File: config.mk
export PLATFORM = sky130hd
export DESIGN_NAME = lsu_ctrl
export DESIGN_NICKNAME = d
export VERILOG_FILES = /design/src/rtl/lsu_ctrl_pkg.sv /design/src/rtl/lsu_ctrl_align.sv /design/src/rtl/lsu_ctrl.sv
export SDC_FILE = /design/constraint.sdc
export NUM_CORES = 1
export LEC_CHECK = 0
export BUFFER_PORTS_ARGS = -buffer_cell sky130_fd_sc_hd__clkbuf_2
export CAP_MARGIN = 5
export CELL_PAD_IN_SITES_DETAIL_PLACEMENT = 0
export CELL_PAD_IN_SITES_GLOBAL_PLACEMENT = 1
export CORE_MARGIN = 5
export CORE_UTILIZATION = 35
export DETAILED_ROUTE_END_ITERATION = 8
export GPL_ROUTABILITY_DRIVEN = 0
export GPL_TIMING_DRIVEN = 0
export HOLD_SLACK_MARGIN = 0.15
export PLACE_DENSITY_LB_ADDON = 0.1
export SYNTH_ARGS = -nofsm -noshare
export SYNTH_HDL_FRONTEND = slang
export SYNTH_HIERARCHICAL = 1
export SYNTH_SLANG_ARGS = --single-unit
File: constraint.sdc
create_clock -name i_clk -period 2.1 [get_ports i_clk]
set_input_delay 0.42 -clock i_clk [delete_from_list [all_inputs] [get_ports i_clk]]
set_output_delay 0.42 -clock i_clk [all_outputs]
set_load 0.05 [all_outputs]
File: src/rtl/lsu_ctrl_pkg.sv
// ============================================================================
//  lsu_ctrl_pkg
//  Shared encodings for the load/store sequencer: access sizes, FSM states
//  and the alignment check used when LSU_MISALIGN_TRAP_EN is defined.
//  Revision: 1.0 - initial release
// ============================================================================
`default_nettype none

package lsu_ctrl_pkg;

   // Access size encodings as presented on i_size
   localparam logic [1:0] LSU_SIZE_B = 2'b00;
   localparam logic [1:0] LSU_SIZE_H = 2'b01;
   localparam logic [1:0] LSU_SIZE_W = 2'b10;
   localparam logic [1:0] LSU_SIZE_R = 2'b11;

   // Sequencer states
   typedef enum logic [2:0] {
      LSU_ST_IDLE       = 3'd0,
      LSU_ST_ISSUE      = 3'd1,
      LSU_ST_RESP       = 3'd2,
      LSU_ST_FENCE      = 3'd3,
      LSU_ST_FENCE_HOLD = 3'd4,
      LSU_ST_FENCE_WAIT = 3'd5
   } lsu_state_e;

   // True when the access cannot be served as a single naturally aligned
   // word-port access; the reserved size is always treated as offending.
   function automatic logic lsu_is_misaligned(input logic [1:0] size,
                                              input logic [1:0] a);
      logic bad;
      bad = 1'b0;
      case (size)
         LSU_SIZE_B: bad = 1'b0;
         LSU_SIZE_H: bad = a[0];
         LSU_SIZE_W: bad = (a != 2'b00);
         default:    bad = 1'b1;
      endcase
      return bad;
   endfunction

endpackage

`default_nettype wire

File: src/rtl/lsu_ctrl_align.sv
// ============================================================================
//  lsu_align
//  Purely combinational lane mapper: turns (size, low address bits) into byte
//  enables, replicates store data across lanes and extracts / extends the
//  addressed lane of the read data. Reserved size maps like a word and a
//  half access only looks at a[1]; offending bits are simply ignored here.
//  Revision: 1.0 - initial release
// ============================================================================
`default_nettype none

module lsu_align
   import lsu_ctrl_pkg::*;
(
   input  logic [1:0]  size_i,
   input  logic [1:0]  addr_lo_i,
   input  logic        unsigned_i,
   input  logic [31:0] wdata_i,
   input  logic [31:0] rdata_i,
   output logic [3:0]  ben_o,
   output logic [31:0] wdata_o,
   output logic [31:0] rdata_o
);

   logic [7:0]  w_byte;
   logic [15:0] w_half;

   // Select the addressed byte and halfword lanes of the read data
   always_comb begin
      w_byte = rdata_i[7:0];
      case (addr_lo_i)
         2'd0:    w_byte = rdata_i[7:0];
         2'd1:    w_byte = rdata_i[15:8];
         2'd2:    w_byte = rdata_i[23:16];
         default: w_byte = rdata_i[31:24];
      endcase
      w_half = addr_lo_i[1] ? rdata_i[31:16] : rdata_i[15:0];
   end

   // Byte enables, lane-replicated store data and extended load data
   always_comb begin
      ben_o   = 4'b1111;
      wdata_o = wdata_i;
      rdata_o = rdata_i;
      case (size_i)
         LSU_SIZE_B: begin
            ben_o   = 4'b0001 << addr_lo_i;
            wdata_o = {4{wdata_i[7:0]}};
            rdata_o = unsigned_i ? {24'h0, w_byte} : {{24{w_byte[7]}}, w_byte};
         end
         LSU_SIZE_H: begin
            ben_o   = addr_lo_i[1] ? 4'b1100 : 4'b0011;
            wdata_o = {2{wdata_i[15:0]}};
            rdata_o = unsigned_i ? {16'h0, w_half} : {{16{w_half[15]}}, w_half};
         end
         default: begin
            ben_o   = 4'b1111;
            wdata_o = wdata_i;
            rdata_o = rdata_i;
         end
      endcase
   end

endmodule

`default_nettype wire

File: src/rtl/lsu_ctrl.sv
// ============================================================================
//  lsu_ctrl
//  Load/store sequencer between execute and the main_mem data port. Takes one
//  load, store or fence.i at a time, stalls on memory ready, returns extended
//  load data one cycle after the read strobe and sequences the dirty-line
//  flush for fence.i.
//  Optional feature macro: LSU_MISALIGN_TRAP_EN (adds o_misaligned and turns
//  misaligned / reserved-size accesses into strobe-less completions).
//  Revision: 1.0 - initial release
// ============================================================================
`default_nettype none

module lsu_ctrl
   import lsu_ctrl_pkg::*;
#(
   parameter int MEM_AW = 14
)(
   input  logic              i_clk,
   input  logic              i_rst,
   input  logic              i_req,
   input  logic              i_we,
   input  logic [1:0]        i_size,
   input  logic              i_unsigned,
   input  logic [31:0]       i_addr,
   input  logic [31:0]       i_wdata,
   input  logic              i_fence,
   output logic              o_accept,
   output logic              o_busy,
   output logic              o_done,
   output logic [31:0]       o_rdata,
`ifdef LSU_MISALIGN_TRAP_EN
   output logic              o_misaligned,
`endif
   output logic              o_dm_ren,
   output logic              o_dm_wen,
   output logic [3:0]        o_dm_ben,
   output logic [MEM_AW-1:0] o_dm_addr,
   output logic [31:0]       o_dm_wdata,
   input  logic [31:0]       i_dm_rdata,
   output logic              o_fence_i,
   input  logic              i_mem_ready
);

   lsu_state_e          state_q, state_d;
   logic                we_q;
   logic [1:0]          size_q;
   logic                unsigned_q;
   logic [MEM_AW+1:0]   addr_q;
   logic [31:0]         wdata_q;
   logic [31:0]         rdata_q;

   logic                w_take_req;
   logic                w_ren, w_wen, w_done, w_fence, w_accept;
   logic                w_mis;
   logic                w_load_done;
   logic [3:0]          w_ben;
   logic [31:0]         w_lane_wdata;
   logic [31:0]         w_ext_rdata;

   // Address bits above the data port are deliberately dropped
   logic                w_unused_addr_hi;
   assign w_unused_addr_hi = ^i_addr[31:MEM_AW+2];

`ifdef LSU_MISALIGN_TRAP_EN
   assign w_mis = lsu_is_misaligned(size_q, addr_q[1:0]);
`else
   assign w_mis = 1'b0;
`endif

   lsu_align u_align (
      .size_i     (size_q),
      .addr_lo_i  (addr_q[1:0]),
      .unsigned_i (unsigned_q),
      .wdata_i    (wdata_q),
      .rdata_i    (i_dm_rdata),
      .ben_o      (w_ben),
      .wdata_o    (w_lane_wdata),
      .rdata_o    (w_ext_rdata)
   );

   // State register and request capture; load data is kept until the next load
   always_ff @(posedge i_clk) begin
      if (i_rst) begin
         state_q    <= LSU_ST_IDLE;
         we_q       <= 1'b0;
         size_q     <= LSU_SIZE_B;
         unsigned_q <= 1'b0;
         addr_q     <= '0;
         wdata_q    <= '0;
         rdata_q    <= '0;
      end else begin
         state_q <= state_d;
         if (w_take_req) begin
            we_q       <= i_we;
            size_q     <= i_size;
            unsigned_q <= i_unsigned;
            addr_q     <= i_addr[MEM_AW+1:0];
            wdata_q    <= i_wdata;
         end
         if (w_load_done) begin
            rdata_q <= w_ext_rdata;
         end
      end
   end

   // Next-state and strobe decode; everything is suppressed while in reset
   always_comb begin
      state_d    = state_q;
      w_take_req = 1'b0;
      w_accept   = 1'b0;
      w_ren      = 1'b0;
      w_wen      = 1'b0;
      w_done     = 1'b0;
      w_fence    = 1'b0;
      case (state_q)
         LSU_ST_IDLE: begin
            w_accept = i_fence | i_req;
            if (i_fence) begin
               state_d = LSU_ST_FENCE;
            end else if (i_req) begin
               w_take_req = 1'b1;
               state_d    = LSU_ST_ISSUE;
            end
         end
         LSU_ST_ISSUE: begin
            if (w_mis) begin
               state_d = LSU_ST_RESP;
            end else if (i_mem_ready) begin
               w_ren   = ~we_q;
               w_wen   = we_q;
               state_d = LSU_ST_RESP;
            end
         end
         LSU_ST_RESP: begin
            w_done  = 1'b1;
            state_d = LSU_ST_IDLE;
         end
         LSU_ST_FENCE: begin
            w_fence = 1'b1;
            state_d = LSU_ST_FENCE_HOLD;
         end
         LSU_ST_FENCE_HOLD: begin
            // Memory ready still reflects the pre-flush state here
            state_d = LSU_ST_FENCE_WAIT;
         end
         LSU_ST_FENCE_WAIT: begin
            if (i_mem_ready) begin
               w_done  = 1'b1;
               state_d = LSU_ST_IDLE;
            end
         end
         default: begin
            state_d = LSU_ST_IDLE;
         end
      endcase
      if (i_rst) begin
         w_take_req = 1'b0;
         w_accept   = 1'b0;
         w_ren      = 1'b0;
         w_wen      = 1'b0;
         w_done     = 1'b0;
         w_fence    = 1'b0;
      end
   end

   // Load data becomes visible in the completion cycle and is then held
   assign w_load_done = w_done && (state_q == LSU_ST_RESP) && !we_q && !w_mis;

   assign o_accept   = w_accept;
   assign o_busy     = (state_q != LSU_ST_IDLE);
   assign o_done     = w_done;
   assign o_rdata    = w_load_done ? w_ext_rdata : rdata_q;
   assign o_dm_ren   = w_ren;
   assign o_dm_wen   = w_wen;
   assign o_dm_ben   = (w_ren | w_wen) ? w_ben : 4'b0000;
   assign o_dm_addr  = (w_ren | w_wen) ? addr_q[MEM_AW+1:2] : '0;
   assign o_dm_wdata = w_wen ? w_lane_wdata : 32'h0;
   assign o_fence_i  = w_fence;

`ifdef LSU_MISALIGN_TRAP_EN
   assign o_misaligned = w_done && (state_q == LSU_ST_RESP) && w_mis;
`endif

endmodule

`default_nettype wire

After elaboration in Yosys (flattened, before gate mapping)

Cells that the tools add are included.

Register bits after elaboration: 87
Bits of input ports: 105
Logic and storage cells: 64

Equal/unequal tests: 11
Shift operators: 1
Multiplexer cells: 34
Bitwise operators: 3
Reduce and logical (&&, ||, !) cells: 8

Operators by type and width:

| cell                  | count |
|---|---|
| $mux W32              | 4 |
| $pmux W32 S2          | 2 |
| $pmux W8 S3           | 1 |
| $mux W1               | 16 |
| $mux W16              | 1 |
| $pmux W3 S5           | 1 |
| $mux W14              | 1 |
| $mux W3               | 4 |
| $mux W4               | 2 |
| $pmux W4 S2           | 1 |
| $eq A3 B2 Y1 const B  | 2 |
| $eq A3 B3 Y1 const B  | 2 |
| $eq A2 B1 Y1 const B  | 2 |
| $logic_not A2 Y1      | 2 |
| $ne A2 B2 Y1 const B  | 2 |
| $shl A1 B2 Y4 const A | 1 |
| $eq A3 B1 Y1 const B  | 1 |
| $logic_not A3 Y1      | 1 |
| $ne A3 B3 Y1 const B  | 1 |
| $reduce_and A3 Y1     | 1 |
| $reduce_bool A3 Y1    | 1 |
| $eq A2 B2 Y1 const B  | 1 |
| $logic_and A1 B1 Y1   | 2 |
| $or A1 B1 Y1          | 2 |
| 3 further kinds       | 3 |

Logic depth before layout (Yosys ltp)

Word-level depth: 6
Depth in mapped cells: 7
Depth with buffers taken out: 5

Cells and area by module

The synthesis kept the hierarchy.

Modules (own cells, without submodules):

| module    | times used | cells each | area an instance (um^2) | sequential area each (um^2) |
|---|---|---|---|---|
| lsu_ctrl  | 1          | 499        | 4087.7                  | 1741.7 |
| lsu_align | 1          | 170        | 1183.6                  | 0.0 |

Worst setup path after synthesis

Ideal clock, no wire load.

Path kind: input port to output port
From: in i_rst
To: out o_fence_i
Data arrival time: 2414 ps
Required time: 1680 ps
Path slack: -734 ps
Cell stages on the path: 3
Cells stage by stage: buf_4 buf_1 nor4b_1

Word-level cells in the longest chain between the ends: 1

RTL lines:

| item            | RTL line        | RTL |
|---|---|---|
| start, declared | lsu_ctrl.sv:19  | `input logic i_rst,` |
| $mux W1         | lsu_ctrl.sv:156 | `if (i_rst) begin` |
| end, declared   | lsu_ctrl.sv:40  | `output logic o_fence_i,` |

Every way passes these cells.

Worst setup path after layout

From: reg addr_q[0]
To: out o_rdata[11]

Word-level cells in the longest chain between the ends: 5

RTL lines:

| item                                 | RTL line             | RTL |
|---|---|---|
| start, declared                      | lsu_ctrl.sv:48       | `logic [MEM_AW+1:0] addr_q;` |
| start signal, assigned               | lsu_ctrl.sv:97       | `addr_q <= i_addr[MEM_AW+1:0];` |
| $eq A2 B2 Y1 (tied with other cells) | lsu_ctrl_align.sv:30 | `case (addr_lo_i)` |
| $pmux W8 S3 *                        | lsu_ctrl_align.sv:30 |  |
| $mux W32 *                           | lsu_ctrl_align.sv:48 | `rdata_o = unsigned_i ? {24'h0, w_byte} : {{24{w_byte[7]}}, w_byte};` |
| $pmux W32 S2 *                       | lsu_ctrl_align.sv:44 | `case (size_i)` |
| net w_ext_rdata[11]                  | lsu_ctrl.sv:58       | `logic [31:0] w_ext_rdata;` |
| $mux W32 *                           | -                    |  |
| end, declared                        | lsu_ctrl.sv:30       | `output logic [31:0] o_rdata,` |

The timed path passes the listed nets; every way through them passes the cells marked *.

==> out/metrics.csv <==
metric;value;unit
required;1680;ps
yosysTopAreaCellShare;0.330;
die_x;133;um
violations;setup timing;
vias;6069;
ys_warn_count;6;
avgRoutedWirePerCell;20.3;um
synthTopCellsByArea;dfxtp_1, o21ai_0, a21oi_1;
fin_skew;10.4;ps
rows;44;
overflow;0;
cts_tree;built;
finalWorstSetupSlack;-395;ps
synth-edff-count;0;
dieHeight;133;um
synth_common_cells;o21ai_0, dfxtp_1, a21oi_1;
syn_nets;774;
rsz0062_at_grt;true;
sw_frac_of_total;0.335;
placed_cells;1028;
syn-mean-instance-area;7.88;sq um
dr.first_iter.drc_count;392;
clock_latency;350;ps
wl_met1;9.41;mm
highest_layer;met4;
setup.worst_path.end_class;output port;
drcViolationCount;0;
hold_depth;3;
synth_cell_type_count;46;
io_buffers;175;
p_per_area;510;nW/um^2
worstPathMaxFanout;5;
power.switching;1.62;mW
synth-main-ff-cell;dfxtp_1;
drive_gt1_frac;0.539;
initial_core_util;0.360;
relSlewSlack;0.456;
setup_viol;88;
ios;193;
start_kind;flop;
finalWirelength;22.4;mm
final_cells;1103;
root_buffer;clkbuf_16;
worstHoldPathType;in -> reg;
p_int;3.22;mW
grt_max_degree;20;
syn-cell-area;5270;sq um
power.leakage;3.83;nW
clk_path_buf_depth;2;
synth_seq_cells;87;
hpwlAfterDp;15.2;mm
grtUsageTotal;0.241;
cts_buffers;9;
worst_path_max_delay_cell;mux4_2;
p_comb_frac;0.319;
vias_per_cell;5.50;
report.final.slew_viol_count;0;
num-fill-cells;1191;
htreeDepth;3;
path_clk_slew;70;ps
first_pass_iters;5;
n_antenna_cell;0;
status;finished, violations left;
die_area;17600;sq um
yosysMostFrequentCell;o21ai_0;
critPathKind;reg -> out;
cts.sinks;87;
cap_viol_max_count;0;
yosysSeqAreaShare;0.330;
max_freq;401;MHz
grt_pass1_wl;34.0;mm
route.met3.wl;1.38;mm
grt_pass1_vias;6271;
final_nets;1019;
final-hold-violation-count;0;
path_cells;mux4_2 -> nand3b_4 -> buf_12 -> o211ai_1 -> nand3_1 -> o21ai_2 -> buf_8;
cpPeakStageDelay;570;ps
antenna_found_initial;0;
reg2regPathDepth;13;
syn-instance-count;669;
seqPwrFrac;0.365;
core_area;14600;sq um
yosys.area.top_type;dfxtp_1;
finalCriticalPeriod;2500;ps
wl_met2;11.3;mm
post-place-ws;-390;ps
clockPowerShare;0.316;
area_growth;79.7;%
async_flop_share;0;
tightest_slew;810;ps
vdd_drop_max;0.388;mV
ant_nets;0;
fin_crit_sh;1.19;
cp_data_arrival_time;2080;ps
[path summary, 6_finish.rpt]
path | to | from | slack, ps
max | o_rdata[11] | addr_q[0]$_SDFFE_PP0P_ | -400
min | addr_q[1]$_SDFFE_PP0P_ | i_addr[1] | 300
max reg2reg | rdata_q[17]$_SDFF_PP0_ | addr_q[0]$_SDFFE_PP0P_ | -190
min reg2reg | wdata_q[30]$_SDFFE_PP0P_ | wdata_q[30]$_SDFFE_PP0P_ | 480
[cell families (layout without fill, tap and decap cells)]
group,Yosys count,count (layout),share of synthesized area
multiplexers,37,37,0.0807
AO/OA/AOI/OAI,242,242,0.272
AND/OR/NAND/NOR,187,187,0.199
buffers and inverters,116,366,0.118
flip-flops,87,87,0.330
[power groups by stage]
stage | combinational [mW] | sequential, mW | clock (mW)
after floorplan | 0.756 | 1.78 | 0
after global placement | 1.07 | 1.79 | 0
after detailed placement | 1.08 | 1.80 | 0
after CTS | 1.41 | 1.76 | 1.55
after global routing | 1.62 | 1.77 | 1.62
final | 1.54 | 1.76 | 1.53
[layout make-up]
| class | count | area, sq um | share of cell area |
|---|---|---|---|
| plain buffers | 70 | 579 | 0.0611 |
| flip-flops and latches | 87 | 1760 | 0.186 |
| multi-input cells | 466 | 3620 | 0.382 |
| well taps | 184 | 230 | 0.0243 |
| clock inverters | 5 | 33.8 | 0.00357 |
| inverters | 42 | 159 | 0.0168 |
| repair buffers | 238 | 2850 | 0.301 |
| clock buffers | 11 | 243 | 0.0256 |
[worst max-delay path: cells and delay by family (launching register included)]
| family | cells | cell delay (ps) |
|---|---|---|
| compound gates | 2 | 210 |
| buf+inv | 2 | 280 |
| flops | 1 | 370 |
| mux | 1 | 570 |
| simple gates | 2 | 320 |
[through the flow]
stage	instance area, sq um	hold slack [ps]	power, mW	setup TNS (ps)	utilization
floorplan	5290	444	2.54	-3790	-
global placement	6400	457	2.87	-13870	0.437
detailed placement	6400	460	2.88	-15580	0.437
CTS	9130	291	4.72	-18360	0.623
global route	9470	297	5.01	-21660	0.647
finish	9470	300	4.83	-17150	0.647
[routing by layer]
metal	vias to the layer above	GRT usage
li1	2875	-
met5	-	0
met2	228	0.424
met3	34	0.0566
met4	0	0.0618
met1	2932	0.295
[cell usage in the layout, fill, tap and decap left out, types with 4 or more instances in the layout]
cell | netlist | routed
a21oi_1 | 82 | 66
a21oi_2 | 0 | 11
a21oi_4 | 1 | 6
a221o_1 | 6 | 6
a2bb2oi_1 | 10 | 9
a31o_2 | 4 | 4
and2_4 | 0 | 51
buf_12 | 0 | 4
buf_2 | 17 | 8
buf_4 | 16 | 45
buf_6 | 14 | 48
buf_8 | 0 | 45
clkbuf_1 | 24 | 14
clkbuf_16 | 0 | 56
clkbuf_2 | 0 | 91
clkbuf_8 | 0 | 5
dfxtp_1 | 87 | 80
dfxtp_4 | 0 | 4
inv_1 | 40 | 40
mux2_2 | 21 | 8
mux2_4 | 0 | 13
mux2i_1 | 14 | 8
nand2_1 | 18 | 17
nand2b_1 | 4 | 4
nand3_1 | 81 | 61
nand3_2 | 0 | 20
nor2_1 | 15 | 6
nor2_4 | 1 | 8
o211ai_1 | 7 | 7
o21ai_0 | 91 | 62
o21ai_1 | 4 | 7
o21ai_2 | 0 | 24
o311a_1 | 4 | 4
o31ai_1 | 28 | 24
[registers in the layout, summed over array words and instances (netlist names)]
name	count
rdata_q	32
size_q	2
wdata_q	32
state_q	3
unsigned_q	1
addr_q	16
we_q	1
[timing repair]
| item | in CTS | in global routing |
|---|---|---|
| pin swaps | 59 | 17 |
| endpoints found under the setup margin | 86 | 90 |
| cloned | 5 | 1 |
| gates resized for setup | 431 | 112 |
| hold buffers | 0 | 0 |
| buffers inserted | 54 | 14 |
Power figures use the tool's default switching activity.
